`config.mk`:
```
export PLATFORM = sky130hd
export DESIGN_NAME = pipeline_hazard_ctrl_flat
export DESIGN_NICKNAME = d
export VERILOG_FILES = /design/src/rtl/pipeline_hazard_ctrl_if.sv /design/src/rtl/pipeline_hazard_ctrl.sv /design/src/flat_wrapper.sv
export SDC_FILE = /design/constraint.sdc
export NUM_CORES = 1
export LEC_CHECK = 0
export ABC_AREA = 1
export CORE_MARGIN = 2
export CORE_UTILIZATION = 24
export DETAILED_ROUTE_END_ITERATION = 6
export SYNTH_ARGS = -nofsm -noshare
export SYNTH_HDL_FRONTEND = slang
export SYNTH_SLANG_ARGS = --single-unit
```
`constraint.sdc`:
```
create_clock -name clk -period 3.5 [get_ports clk]
set_clock_uncertainty 0.05 [all_clocks]
set_input_delay 0.7 -clock clk [delete_from_list [all_inputs] [get_ports clk]]
set_output_delay 0.7 -clock clk [all_outputs]
set_load 0.005 [all_outputs]
```
`src/rtl/pipeline_hazard_ctrl_if.sv`:
```
// rtl/pipeline_hazard_ctrl_if.sv - hazard sources and pipeline register controls for pipeline_hazard_ctrl
interface pipeline_hazard_ctrl_if #(
  parameter int CNT_W = 16
);
  logic [4:0]       id_rs1;
  logic [4:0]       id_rs2;
  logic             id_use_rs1;
  logic             id_use_rs2;
  logic [4:0]       ex_rd;
  logic             ex_MemRead;
  logic             ex_redirect;
  logic             mem_req;
  logic             mem_ready;
  logic             pc_en;
  logic             ifid_en;
  logic             ifid_flush;
  logic             idex_en;
  logic             idex_flush;
  logic             exmem_en;
  logic             memwb_flush;
  logic [1:0]       state;
  logic             mem_timeout;
  logic [CNT_W-1:0] stall_cnt;
  logic [CNT_W-1:0] flush_cnt;

  modport master (
    output id_rs1, id_rs2, id_use_rs1, id_use_rs2, ex_rd, ex_MemRead,
           ex_redirect, mem_req, mem_ready,
    input  pc_en, ifid_en, ifid_flush, idex_en, idex_flush, exmem_en,
           memwb_flush, state, mem_timeout, stall_cnt, flush_cnt
  );

  modport slave (
    input  id_rs1, id_rs2, id_use_rs1, id_use_rs2, ex_rd, ex_MemRead,
           ex_redirect, mem_req, mem_ready,
    output pc_en, ifid_en, ifid_flush, idex_en, idex_flush, exmem_en,
           memwb_flush, state, mem_timeout, stall_cnt, flush_cnt
  );
endinterface

```
`src/rtl/pipeline_hazard_ctrl.sv`:
```
// rtl/pipeline_hazard_ctrl.sv - 5-stage stall/flush sequencer: load-use bubble, redirect flush, memory freeze, watchdog
// PIPE_CTRL_PERF_EN builds the saturating stall/flush counters; otherwise they read 0.
module pipeline_hazard_ctrl #(
  parameter int MAX_WAIT = 64,
  parameter int CNT_W    = 16
) (
  input  logic                  clk,
  input  logic                  reset,
  pipeline_hazard_ctrl_if.slave hz
);
  typedef enum logic [1:0] {
    RUN       = 2'd0,
    LU_BUBBLE = 2'd1,
    MEM_WAIT  = 2'd2,
    REDIRECT  = 2'd3
  } state_e;

  localparam int WW = (MAX_WAIT > 2) ? $clog2(MAX_WAIT) : 1;
  localparam logic [WW-1:0] WAIT_LAST = WW'(MAX_WAIT - 1);

  state_e        state_q, state_d;
  logic [WW-1:0] wait_cnt_q, wait_cnt_d;
  logic          mem_timeout_q, mem_timeout_d;

  logic lu, mw;
  logic pc_en_c, ifid_en_c, ifid_flush_c, idex_en_c, idex_flush_c, exmem_en_c, memwb_flush_c;

  always_comb begin
    lu = hz.ex_MemRead && (hz.ex_rd != 5'd0) &&
         ((hz.id_use_rs1 && (hz.id_rs1 == hz.ex_rd)) ||
          (hz.id_use_rs2 && (hz.id_rs2 == hz.ex_rd)));
    // The instruction in ID has already been bubbled or flushed once; never stall it again.
    if (state_q == LU_BUBBLE || state_q == REDIRECT) lu = 1'b0;
    mw = hz.mem_req && !hz.mem_ready;

    pc_en_c       = 1'b1;
    ifid_en_c     = 1'b1;
    ifid_flush_c  = 1'b0;
    idex_en_c     = 1'b1;
    idex_flush_c  = 1'b0;
    exmem_en_c    = 1'b1;
    memwb_flush_c = 1'b0;
    state_d       = RUN;

    if (mw) begin
      pc_en_c       = 1'b0;
      ifid_en_c     = 1'b0;
      idex_en_c     = 1'b0;
      exmem_en_c    = 1'b0;
      memwb_flush_c = 1'b1;
      state_d       = MEM_WAIT;
    end else if (hz.ex_redirect) begin
      ifid_flush_c  = 1'b1;
      idex_flush_c  = 1'b1;
      state_d       = REDIRECT;
    end else if (lu) begin
      pc_en_c       = 1'b0;
      ifid_en_c     = 1'b0;
      idex_flush_c  = 1'b1;
      state_d       = LU_BUBBLE;
    end

    wait_cnt_d    = wait_cnt_q;
    mem_timeout_d = mem_timeout_q;
    if (state_q == MEM_WAIT) begin
      if (wait_cnt_q == WAIT_LAST) mem_timeout_d = 1'b1;
      else                         wait_cnt_d    = wait_cnt_q + WW'(1);
    end
    if (state_d == MEM_WAIT && state_q != MEM_WAIT) wait_cnt_d = '0;

    if (!reset) begin
      pc_en_c       = 1'b0;
      ifid_en_c     = 1'b0;
      idex_en_c     = 1'b0;
      exmem_en_c    = 1'b0;
      ifid_flush_c  = 1'b1;
      idex_flush_c  = 1'b1;
      memwb_flush_c = 1'b1;
    end
  end

  always_ff @(posedge clk) begin
    if (!reset) begin
      state_q       <= RUN;
      wait_cnt_q    <= '0;
      mem_timeout_q <= 1'b0;
    end else begin
      state_q       <= state_d;
      wait_cnt_q    <= wait_cnt_d;
      mem_timeout_q <= mem_timeout_d;
    end
  end

`ifdef PIPE_CTRL_PERF_EN
  logic [CNT_W-1:0] stall_cnt_q, stall_cnt_d;
  logic [CNT_W-1:0] flush_cnt_q, flush_cnt_d;
  logic             redirect_svc;

  always_comb begin
    redirect_svc = hz.ex_redirect && !mw;
    stall_cnt_d  = stall_cnt_q;
    flush_cnt_d  = flush_cnt_q;
    if (!pc_en_c && stall_cnt_q != '1) stall_cnt_d = stall_cnt_q + CNT_W'(1);
    if (redirect_svc && flush_cnt_q != '1) flush_cnt_d = flush_cnt_q + CNT_W'(1);
  end

  always_ff @(posedge clk) begin
    if (!reset) begin
      stall_cnt_q <= '0;
      flush_cnt_q <= '0;
    end else begin
      stall_cnt_q <= stall_cnt_d;
      flush_cnt_q <= flush_cnt_d;
    end
  end

  assign hz.stall_cnt = stall_cnt_q;
  assign hz.flush_cnt = flush_cnt_q;
`else
  assign hz.stall_cnt = '0;
  assign hz.flush_cnt = '0;
`endif

  assign hz.pc_en       = pc_en_c;
  assign hz.ifid_en     = ifid_en_c;
  assign hz.ifid_flush  = ifid_flush_c;
  assign hz.idex_en     = idex_en_c;
  assign hz.idex_flush  = idex_flush_c;
  assign hz.exmem_en    = exmem_en_c;
  assign hz.memwb_flush = memwb_flush_c;
  assign hz.state       = state_q;
  assign hz.mem_timeout = mem_timeout_q;
endmodule

```
`src/flat_wrapper.sv`:
```
// flat-port wrapper written by rule: the top's interface ports become plain ports
module pipeline_hazard_ctrl_flat 
#(
  parameter int MAX_WAIT = 64,
  parameter int CNT_W    = 16
)
  (clk, reset, hz_id_rs1, hz_id_rs2, hz_id_use_rs1, hz_id_use_rs2, hz_ex_rd, hz_ex_MemRead, hz_ex_redirect, hz_mem_req, hz_mem_ready, hz_pc_en, hz_ifid_en, hz_ifid_flush, hz_idex_en, hz_idex_flush, hz_exmem_en, hz_memwb_flush, hz_state, hz_mem_timeout, hz_stall_cnt, hz_flush_cnt);
  pipeline_hazard_ctrl_if #(.CNT_W(CNT_W)) hz_i ();
  input  logic clk;
  input  logic reset;
  input wire logic [$bits(hz_i.id_rs1)-1:0] hz_id_rs1;
  input wire logic [$bits(hz_i.id_rs2)-1:0] hz_id_rs2;
  input wire logic [$bits(hz_i.id_use_rs1)-1:0] hz_id_use_rs1;
  input wire logic [$bits(hz_i.id_use_rs2)-1:0] hz_id_use_rs2;
  input wire logic [$bits(hz_i.ex_rd)-1:0] hz_ex_rd;
  input wire logic [$bits(hz_i.ex_MemRead)-1:0] hz_ex_MemRead;
  input wire logic [$bits(hz_i.ex_redirect)-1:0] hz_ex_redirect;
  input wire logic [$bits(hz_i.mem_req)-1:0] hz_mem_req;
  input wire logic [$bits(hz_i.mem_ready)-1:0] hz_mem_ready;
  output wire logic [$bits(hz_i.pc_en)-1:0] hz_pc_en;
  output wire logic [$bits(hz_i.ifid_en)-1:0] hz_ifid_en;
  output wire logic [$bits(hz_i.ifid_flush)-1:0] hz_ifid_flush;
  output wire logic [$bits(hz_i.idex_en)-1:0] hz_idex_en;
  output wire logic [$bits(hz_i.idex_flush)-1:0] hz_idex_flush;
  output wire logic [$bits(hz_i.exmem_en)-1:0] hz_exmem_en;
  output wire logic [$bits(hz_i.memwb_flush)-1:0] hz_memwb_flush;
  output wire logic [$bits(hz_i.state)-1:0] hz_state;
  output wire logic [$bits(hz_i.mem_timeout)-1:0] hz_mem_timeout;
  output wire logic [$bits(hz_i.stall_cnt)-1:0] hz_stall_cnt;
  output wire logic [$bits(hz_i.flush_cnt)-1:0] hz_flush_cnt;
  assign hz_i.id_rs1 = hz_id_rs1;
  assign hz_i.id_rs2 = hz_id_rs2;
  assign hz_i.id_use_rs1 = hz_id_use_rs1;
  assign hz_i.id_use_rs2 = hz_id_use_rs2;
  assign hz_i.ex_rd = hz_ex_rd;
  assign hz_i.ex_MemRead = hz_ex_MemRead;
  assign hz_i.ex_redirect = hz_ex_redirect;
  assign hz_i.mem_req = hz_mem_req;
  assign hz_i.mem_ready = hz_mem_ready;
  assign hz_pc_en = hz_i.pc_en;
  assign hz_ifid_en = hz_i.ifid_en;
  assign hz_ifid_flush = hz_i.ifid_flush;
  assign hz_idex_en = hz_i.idex_en;
  assign hz_idex_flush = hz_i.idex_flush;
  assign hz_exmem_en = hz_i.exmem_en;
  assign hz_memwb_flush = hz_i.memwb_flush;
  assign hz_state = hz_i.state;
  assign hz_mem_timeout = hz_i.mem_timeout;
  assign hz_stall_cnt = hz_i.stall_cnt;
  assign hz_flush_cnt = hz_i.flush_cnt;
  pipeline_hazard_ctrl #(.MAX_WAIT(MAX_WAIT), .CNT_W(CNT_W)) u_core (.clk(clk), .reset(reset), .hz(hz_i));
endmodule
```
Word-level counts from Yosys, hierarchy flattened
Cells that the tools add are included.
{"block": "word_totals", "ff_bits": 9, "out_inout_bits": 42}
{"block": "classes", "add_sub_neg": 1, "mux": 19, "bitwise": 2, "eq_ne": 8, "n_reduce_logical": 13}
{"op": "$mux 1", "count": 17}
{"op": "$eq 5x5->1", "count": 2}
{"op": "$add 6x1->6 const B", "count": 1}
{"op": "$eq 2x2->1 const B", "count": 3}
{"op": "$eq 6x6->1 const B", "count": 1}
{"op": "$logic_and 1x1->1", "count": 6}
{"op": "$reduce_bool 5->1", "count": 1}
{"op": "$mux 2", "count": 2}
{"op": "$reduce_and 2->1", "count": 2}
{"op": "$eq 2x1->1 const B", "count": 1}
{"op": "$logic_or 1x1->1", "count": 2}
{"op": "$ne 2x2->1 const B", "count": 1}
{"op": "$not 1->1", "count": 2}
{"op": "$reduce_or 2->1", "count": 1}
{"op": "$logic_not 1->1", "count": 1}

Longest topological paths before layout
Gate-level depths: netlist of run 1.
{"block": "logic_depth", "ltp_word": 11, "ltp_mapped": 10}

Worst setup path after synthesis of run 1
No wires, ideal clock.
{"block": "synth_path", "path_type": "input -> output", "start": "in hz_ex_rd[2]", "end": "out hz_pc_en", "path_slack_ns": 1.414, "t_required_ns": 2.750, "cell_stages": 10, "arrival_ns": 1.336, "path_buffers": 1, "cell_sequence": "inv_1 > nand2_1 > nand2_1 > nor2_1 > nand3_1 > nand2_1 > nand3_1 > nand2_1 > inv_1 > buf_4"}
{"block": "synth_between", "elab_chain_len": 9}
{"element": "from (decl)", "line_no": "flat_wrapper.sv:15", "rtl": "input wire logic [$bits(hz_i.ex_rd)-1:0] hz_ex_rd;"}
{"element": "$eq 5x5->1, on equally long branches", "line_no": "pipeline_hazard_ctrl.sv:30, pipeline_hazard_ctrl.sv:31"}
{"element": "$logic_and 1x1->1, on equally long branches", "line_no": "pipeline_hazard_ctrl.sv:30, pipeline_hazard_ctrl.sv:31"}
{"element": "$logic_or 1x1->1", "line_no": "pipeline_hazard_ctrl.sv:30", "rtl": "((hz.id_use_rs1 && (hz.id_rs1 == hz.ex_rd)) ||"}
{"element": "$logic_and 1x1->1 *", "line_no": "pipeline_hazard_ctrl.sv:29", "rtl": "lu = hz.ex_MemRead && (hz.ex_rd != 5'd0) &&"}
{"element": "$mux 1 *", "line_no": "pipeline_hazard_ctrl.sv:33", "rtl": "if (state_q == LU_BUBBLE || state_q == REDIRECT) lu = 1'b0;"}
{"element": "$mux 1 * (4 in a row)"}
{"element": "to (decl)", "line_no": "flat_wrapper.sv:20", "rtl": "output wire logic [$bits(hz_i.pc_en)-1:0] hz_pc_en;"}
Mark *: on every way between the ends. The rest lies on a longest branch, timed or not.

Final worst setup path of run 1
{"block": "layout_path", "start": "in hz_ex_rd[1]", "end": "out hz_idex_flush"}
{"block": "layout_between", "elab_chain_len": 9}
{"element": "$eq 5x5->1, on equally long branches", "line_no": "pipeline_hazard_ctrl.sv:30, pipeline_hazard_ctrl.sv:31"}
{"element": "$logic_and 1x1->1, on equally long branches", "line_no": "pipeline_hazard_ctrl.sv:30, pipeline_hazard_ctrl.sv:31"}
{"element": "$logic_or 1x1->1", "line_no": "pipeline_hazard_ctrl.sv:30"}
{"element": "$logic_and 1x1->1 *", "line_no": "pipeline_hazard_ctrl.sv:29"}
{"element": "$mux 1 *", "line_no": "pipeline_hazard_ctrl.sv:33"}
{"element": "$mux 1 *", "line_no": "pipeline_hazard_ctrl.sv:56", "rtl": "end else if (lu) begin"}
{"element": "$mux 1 *", "line_no": "pipeline_hazard_ctrl.sv:52", "rtl": "end else if (hz.ex_redirect) begin"}
{"element": "$mux 1 *", "line_no": "pipeline_hazard_ctrl.sv:45", "rtl": "if (mw) begin"}
{"element": "$mux 1 *", "line_no": "pipeline_hazard_ctrl.sv:71", "rtl": "if (!reset) begin"}
{"element": "to (decl)", "line_no": "flat_wrapper.sv:24", "rtl": "output wire logic [$bits(hz_i.idex_flush)-1:0] hz_idex_flush;"}
Marked as above.

==> results.md, run 1 <==
Outcome:
- The run finished with clean final reports.

Timing:
- Setup violations remaining at the end of the flow were counted as 0.
- Dividing the final minimum period by the clock period gives 89.6%.
- The routed design could run at a clock period as short as between 3 and 4 ns.
- The final hold slack is 0.400 ns.
- The max-slew headroom at the worst pin is 53.9%.
- The final number of max-transition violations is 0.
- The transition time at the pin with the least slew margin is 0.684 ns.
- The number of endpoints with negative hold slack in the final report is 0.
- The aggregate negative setup slack is 0 ns.
- The achievable clock frequency is roughly 320 MHz.
- Setup repair after global routing left no endpoint under its margin.

Layout:
- After routing the design area is 1220 sq um.
- After filler insertion, the fill cell instance count of the layout stands at 413.
- After the last flow step, the layout net total stands at 213.
- The sequential standard cell area is 180 sq um.
- The share of the core filled with cells in the final layout is 32.9%.
- The number of diodes added for antenna fixing is 0.
- In the final layout, the multi-input gates occupy 515 sq um.
- The area added between synthesis and finish is 30.6%.
- The post-route netlist has 5.32% of its cells at a drive strength greater than 1.

Clocking:
- In this run, CTS created clock tree buffers numbering 3.
- After clock tree synthesis, the clock-pin slew on the worst setup and hold paths is 0.04 ns.
- The number of buffers added to fix hold violations after cts is 0.
- The post-CTS resize count is 0.
- TritonCTS built the clock tree.
- For this design, the sink count on the clock tree is 9.
- The H-tree depth is 1.
- Clock tree synthesis selected as its root buffer the cell clkbuf_8.
- The buffer depth of the longest clock path is 2.
- The post-CTS setup repair buffer count is 0.
- At the later pin of the worst-skew pair, clock insertion delay measures 0.23 ns.

Pwr:
- Across the VDD grid, the largest voltage drop is 0.0681 mV.
- In this run the static leakage power is 0.622 nW.
- Dividing total power by cell area gives a power density of about 260 nW/um^2.
- The sum of internal, switching and leakage power is 0.000315 W.

Worst hold path:
- The min-delay analysis places its worst path in the category reg -> reg.

Synth:
- The distinct cell type count of the synthesized netlist is 23.
- The Yosys warning count is 0.
- The cell area after synthesis is 936 sq um.
- In this run, synthesis produced a sequential element count of 9.
- The cell count after synthesis is ~160.
- The part of the Yosys area used for sequential elements is 19.3%.
- The average instance in the mapped netlist occupies 6.04 sq um.

Drt:
- The detailed-router iteration count before antenna repair is 4.
- The count of unresolved DRC violations after routing is 0.
- The average routed wire per standard cell is 8.06 um.
- The total wirelength of the detailed-routed design is around 1900 um.
- The post-route antenna net violation count is 0.
- The post-detailed-route via-to-cell ratio is 3.61.
- The total vias in the final route is 851.
- The detailed router finished its first iteration with 13 violations.

Placement:
- The global placer's final weighted congestion is 0.786.
- Detailed placement ended at an HPWL of 1610 um.
- Summing all placed instances gives a cell area of roughly 1200 sq um.
- Buffers placed on the I/O ports in this run total 32.

Global route:
- The largest net degree at the start of global routing is 9.
- The number of global-route vias before repair is 726.
- The wire length of the first global-routing pass is 3180 um.
- The total grt overflow is 0.
- Global routing consumed, over all layers together, just over 9% of the routing resources.
- The initial antenna violation count was 0.

Critical path:
- The cell class contributing the biggest share of worst-path delay is buffers and inverters.
- Among the stages of the critical path, the cell type that occurs most often is nand2_1.
- The maximum fanout along the worst path is 3.
- The stage delay of the slowest cell on the critical path is about 0.52 ns.
- The required time at the worst-slack endpoint is 2.75 ns.
- The critical path contains buffers and inverters numbering 3 combined.
- The cell at the slowest stage of the critical path is clkdlybuf4s50_1.
- The kind of end point of the critical path is an output pin.
- The worst setup path is launched from an input port.
- The signal on the critical path passes through clkdlybuf4s50_1 -> inv_1 -> nand2_1 -> nand2_1 -> nor2_1 -> nand3_1 -> nand2_1 -> nand2_1 -> o21ai_1 -> clkdlybuf4s50_1.
- The type of the setup path with the least slack is in -> out.
- Data arrives at the worst endpoint at ~2.4 ns.
- The internal reg-to-reg setup slack is roughly 1.9 ns.

Die:
- The top-level I/O count is between 60 and 70.
- In this run the core area contains 22 standard-cell rows.
- The floorplan step defined a core boundary enclosing ~3700 sq um.
- The initial cell density of the core is between 20% and 30%.
- The width of the die is 66.4 um.
- The area enclosed by the die boundary is 4410 sq um.
- The height of the die is 66.4 um.

Job:
- Max-cap violations in this run came to 0.
[cells in the final DEF, fill, tap and decap left out, types with 3 or more instances in the layout]
cell | synthesis | routed
a21oi_1 | 7 | 7
clkbuf_8 | 0 | 3
inv_1 | 25 | 25
dfxtp_1 | 9 | 9
nor2_1 | 12 | 12
clkdlybuf4s50_1 | 0 | 32
nand3_1 | 3 | 3
nand2_1 | 44 | 44
conb_1 | 1 | 32
[state kept, by name, indices dropped and copies added (netlist names)]
register,cells
u_core.wait_cnt_q,6
u_core.hz.state,2
u_core.hz.mem_timeout,1
[final timing paths]
| kind | from | end | cells after the start |
|---|---|---|---|
| max reg2reg | u_core.wait_cnt_q[0]$_SDFFE_PP0P_ | u_core.wait_cnt_q[2]$_SDFFE_PP0P_ | 7 |
| min | u_core.hz.mem_timeout$_SDFFE_PN0P_ | u_core.hz.mem_timeout$_SDFFE_PN0P_ | 2 |
| min reg2reg | u_core.hz.mem_timeout$_SDFFE_PN0P_ | u_core.hz.mem_timeout$_SDFFE_PN0P_ | 2 |
| max | hz_ex_rd[1] | hz_idex_flush | 10 |
[through the flow]
step	setup slack, ns	std cells
detailed placement	0.359	232
finish	0.365	236
floorplan	1.41	186
CTS	0.345	236
global route	0.135	236
global placement	0.367	232
[per-layer routing]
layer / up-vias / track usage (%) / wire [um]
met5: - / 0 / 0
met4: 0 / 4.34 / 32
met3: 5 / 2.04 / 109
met2: 39 / 14.5 / 838
met1: 343 / 12.1 / 922
li1: 464 / - / -
[where the power goes]
part	internal, W	switching, W	total (W)	leakage (nW)
Combinational	0.0000451	0.0000420	0.0000871	0.526
Sequential	0.000105	0.00000248	0.000108	0.0732
Clock	0.0000793	0.0000404	0.000120	0.0228
Total	0.000230	0.0000849	0.000315	0.622
[worst reg2reg max path, stage by stage, from the launching register on]
cell and delay [ns]:
dfxtp_1 0.41, ha_1 0.22, nand3_2 0.14, o21ai_4 0.25, inv_2 0.09, nand2_1 0.08
xor2_1 0.15, nor2_1 0.05
[Yosys cell counts]
cell type  number  share of area (%)
a21oi_1         7                3.7
buf_4          34                 27
nor3_1          1               0.53
nor3b_1         1               0.80
o21ai_4         1                1.7
nand2_1        44                 18
conb_1          1               0.40
nand4_1         2                1.3
nor2_2          2                1.3
nand3_2         1                1.1
dfxtp_1         9                 19
o21ai_0         2                1.1
o21ai_1         2                1.1
inv_2           2               0.80
o31ai_1         1               0.80
xor2_1          1               0.94
inv_1          25                 10
nand3_1         3                1.6
nand3b_1        1               0.80
ha_1            1                1.3
or2_2           1               0.67
nor2_1         12                4.8
xnor2_1         1               0.94
[area by class of cell]
type | instances | area share [%]
timing repair buffer | 32 | 26.2
tap | 48 | 4.91
inverter | 27 | 8.29
multi-input combinational | 116 | 42.2
sequential | 9 | 14.7
clock buffer | 4 | 3.68
[cell families (layout without fill, tap and decap cells)]
family / after synthesis / count (layout) / share of synthesized area, %
AND/OR/NAND/NOR: 68 / 68 / 30.6
buffers and inverters: 61 / 63 / 38.1
AO/OA/AOI/OAI: 13 / 13 / 8.42
flip-flops: 9 / 9 / 19.3
XOR/XNOR: 2 / 2 / 1.87
adder cells (fa/ha/maj): 1 / 1 / 1.34
other: 1 / 32 / 0.401
Power figures use the tool's default switching activity.
==> inputs of run 2 (changes only) <==
--- a/config.mk
+++ b/config.mk
@@ -8,7 +8,9 @@
 export ABC_AREA = 1
 export CORE_MARGIN = 2
 export CORE_UTILIZATION = 24
+export CTS_CLUSTER_SIZE = 12
 export DETAILED_ROUTE_END_ITERATION = 6
+export PLACE_DENSITY_LB_ADDON = 0.08
 export SYNTH_ARGS = -nofsm -noshare
 export SYNTH_HDL_FRONTEND = slang
 export SYNTH_SLANG_ARGS = --single-unit
==> run 2 against run 1 <==
Effect of this change: setup slack improved by 0.017 ns; sequential share of layout area unchanged; final cell count unchanged; first-iteration DRC count grew to 3.2 times the previous value; core utilization did not move.
==> results.md, run 2 (synthesis gave the netlist of run 1 again) <==
Layout:
- The summed area of non-filler cells in the final layout was 1220 sq um (unchanged).
- The final-layout fill cell count is 413 (unchanged).
- The register containing the most flip-flops in the final layout is u_core.wait_cnt_q (unchanged).
- The sequential standard cell area was 180 sq um (unchanged).
- The total area of multi-input combinational cells is 515 sq um (unchanged).
- The most common cell after layout, fill and taps aside is nand2_1 (unchanged).
- The number of diodes added for antenna fixing is 0 (unchanged).
- The fraction of layout cells with a size suffix above 1 came to 5.32% (unchanged).
- Top library cells by usage in the layout, fill and taps aside: nand2_1, conb_1, clkdlybuf4s50_1, inv_1, nor2_1 (unchanged).
- The number of nets in the layout was 213 (unchanged).
- The area added between synthesis and finish is 30.6% (unchanged).
- The share of the core filled with cells in the final layout is 32.9% (unchanged).
- The number of flip-flops under the largest register name is 6 (unchanged).

Placement:
- The global placer's final weighted congestion came to 0.732 (was 0.786).
- The cell area reported after detailed placement is 1180 sq um (unchanged).
- The port buffer count is 32 (unchanged).
- The detailed placer's ending HPWL is 1630 um (was 1610 um).
- The worst slack at placement came to 0.349 ns (was 0.359 ns).

Timing:
- The clock period minus final worst setup slack is 3.12 ns (was 3.14 ns).
- The final hold slack is 0.400 ns (about the same).
- The final worst slack is 0.381 ns (was 0.365 ns).
- The aggregate negative setup slack is 0 ns (unchanged).
- The max-slew headroom at the worst pin is 50.4% (was 53.9%).
- The final number of max-transition violations is 0 (unchanged).
- The part of the cycle the worst path needs is 89.1% (was 89.6%).
- The transition time at the pin with the least slew margin is 0.736 ns (was 0.684 ns).
- The number of endpoints with negative hold slack in the final report was 0 (unchanged).
- The number of setup violations in the final report is 0 (unchanged).
- The achievable clock frequency came to 321 MHz (was 319 MHz).
- RSZ-0062 raised after global routing: false (unchanged).

Worst hold path:
- The worst hold path class is reg -> reg (unchanged).
- The origin of the worst min-delay path was u_core.hz.mem_timeout$_SDFFE_PN0P_ (unchanged).

Die:
- The area enclosed by the die boundary is 4410 sq um (unchanged).
- The width of the die is 66.4 um (unchanged).
- The top-level I/O count was 65 (unchanged).
- The core outline area is 3720 sq um (unchanged).
- The number of rows created at floorplan came to 22 (unchanged).
- The initial cell density of the core came to 25.2% (unchanged).
- The height of the die is 66.4 um (unchanged).

Critical path:
- The nature of the critical path startpoint is an input port (unchanged).
- The type of the setup path with the least slack is in -> out (unchanged).
- The data arrival time of the worst path came to 2.37 ns (was 2.39 ns).
- The maximum fanout along the worst path came to 3 (unchanged).
- The kind of end point of the critical path was an output pin (unchanged).
- The worst setup path startpoint is hz_ex_rd[3] (was hz_ex_rd[1]).
- The required time at the worst-slack endpoint is 2.75 ns (about the same).
- The critical register-to-register path startpoint is u_core.wait_cnt_q[0]$_SDFFE_PP0P_ (unchanged).

Clocking:
- The post-CTS resize count is 0 (unchanged).
- The clock sink count was 9 (unchanged).
- The number of buffers added to fix hold violations after cts came to 0 (unchanged).
- The clock root buffer is clkbuf_8 (unchanged).
- The clock tree from TritonCTS was built (unchanged).
- The total clock buffers created by CTS is 3 (unchanged).
- The H-tree depth is 1 (unchanged).
- The register clock-pin slew on the reported worst setup and hold paths was 0.04 ns (about the same).
- The buffer depth of the longest clock path was 2 (unchanged).
- The clock latency of the later-clocked register in the worst-skew pair is 0.23 ns (about the same).
- The post-CTS setup repair buffer count is 0 (unchanged).

Drt:
- The number of violations reported at the end of detailed-routing iteration 0 is 42 (was 13).
- The detailed-router iteration count before antenna repair came to 4 (unchanged).
- The count of unresolved DRC violations after routing is 0 (unchanged).
- The average routed wire per standard cell is 8.17 um (was 8.06 um).
- The post-route antenna net violation count came to 0 (unchanged).
- The total wirelength of the detailed-routed design is 1930 um (was 1900 um).
- The total vias in the final route was 861 (was 851).
- The post-detailed-route via-to-cell ratio was 3.65 (was 3.61).

Global route:
- The number of global-route vias before repair is 710 (was 726).
- The overall fraction of global-route tracks in use was 8.58% (was 9.30%).
- The wire length of the first global-routing pass is 3020 um (was 3180 um).
- The initial antenna violation count is 0 (unchanged).
- The total grt overflow is 0 (unchanged).
- The largest net degree at the start of global routing is 9 (unchanged).

Pwr:
- The static leakage came to 0.622 nW (unchanged).
- The maximum VDD drop is 0.151 mV (was 0.0681 mV).
- The power density over the cells came to 255 nW/um^2 (was 257 nW/um^2).

Job:
- The total of max-cap violations is 0 (unchanged).

Outcome:
- Outcome: completed (unchanged).
## run 2: power breakdown
group / switching, W / internal [W] / leakage, nW
clock network: 0.0000381 / 0.0000791 / 0.0228
logic: 0.0000411 / 0.0000451 / 0.526
registers: 0.00000229 / 0.000106 / 0.0732
total: 0.0000816 / 0.000230 / 0.622
## run 2: per-layer routing
metal / GRT usage (%) / vias up / wire (um)
li1: - / 464 / -
met1: 11.3 / 361 / 937
met2: 14.2 / 36 / 846
met3: 2.56 / 0 / 145
met4: 0.765 / 0 / 0
met5: 0 / - / 0
## run 2: layout make-up
| class | instances | share of cell area [%] |
|---|---|---|
| Sequential cell | 9 | 14.7 |
| Timing Repair Buffer | 32 | 26.2 |
| Tap cell | 48 | 4.91 |
| Multi-Input combinational cell | 116 | 42.2 |
| Clock buffer | 4 | 3.68 |
| Inverter | 27 | 8.29 |
## run 2: critical path: stages
cell             delay, ns
clkdlybuf4s50_1       0.50
inv_1                 0.08
nand2_1               0.06
nand2_1               0.04
nor2_1                0.12
nand3_1               0.09
nand2_1               0.08
nand2_1               0.07
o21ai_1               0.12
clkdlybuf4s50_1       0.51
## run 2: worst paths after layout
check | depth (start not counted) | slack (ns) | to
min | 2 | 0.40 | u_core.hz.mem_timeout$_SDFFE_PN0P_
max | 10 | 0.38 | hz_idex_flush
min reg2reg | 2 | 0.40 | u_core.hz.mem_timeout$_SDFFE_PN0P_
max reg2reg | 7 | 1.92 | u_core.wait_cnt_q[2]$_SDFFE_PP0P_
## run 2: stage by stage
step | power [W] | instances
after global routing | 0.000335 | 236
after global placement | 0.000196 | 232
after floorplan | 0.000176 | 186
after detailed placement | 0.000196 | 232
final | 0.000311 | 236
after CTS | 0.000318 | 236
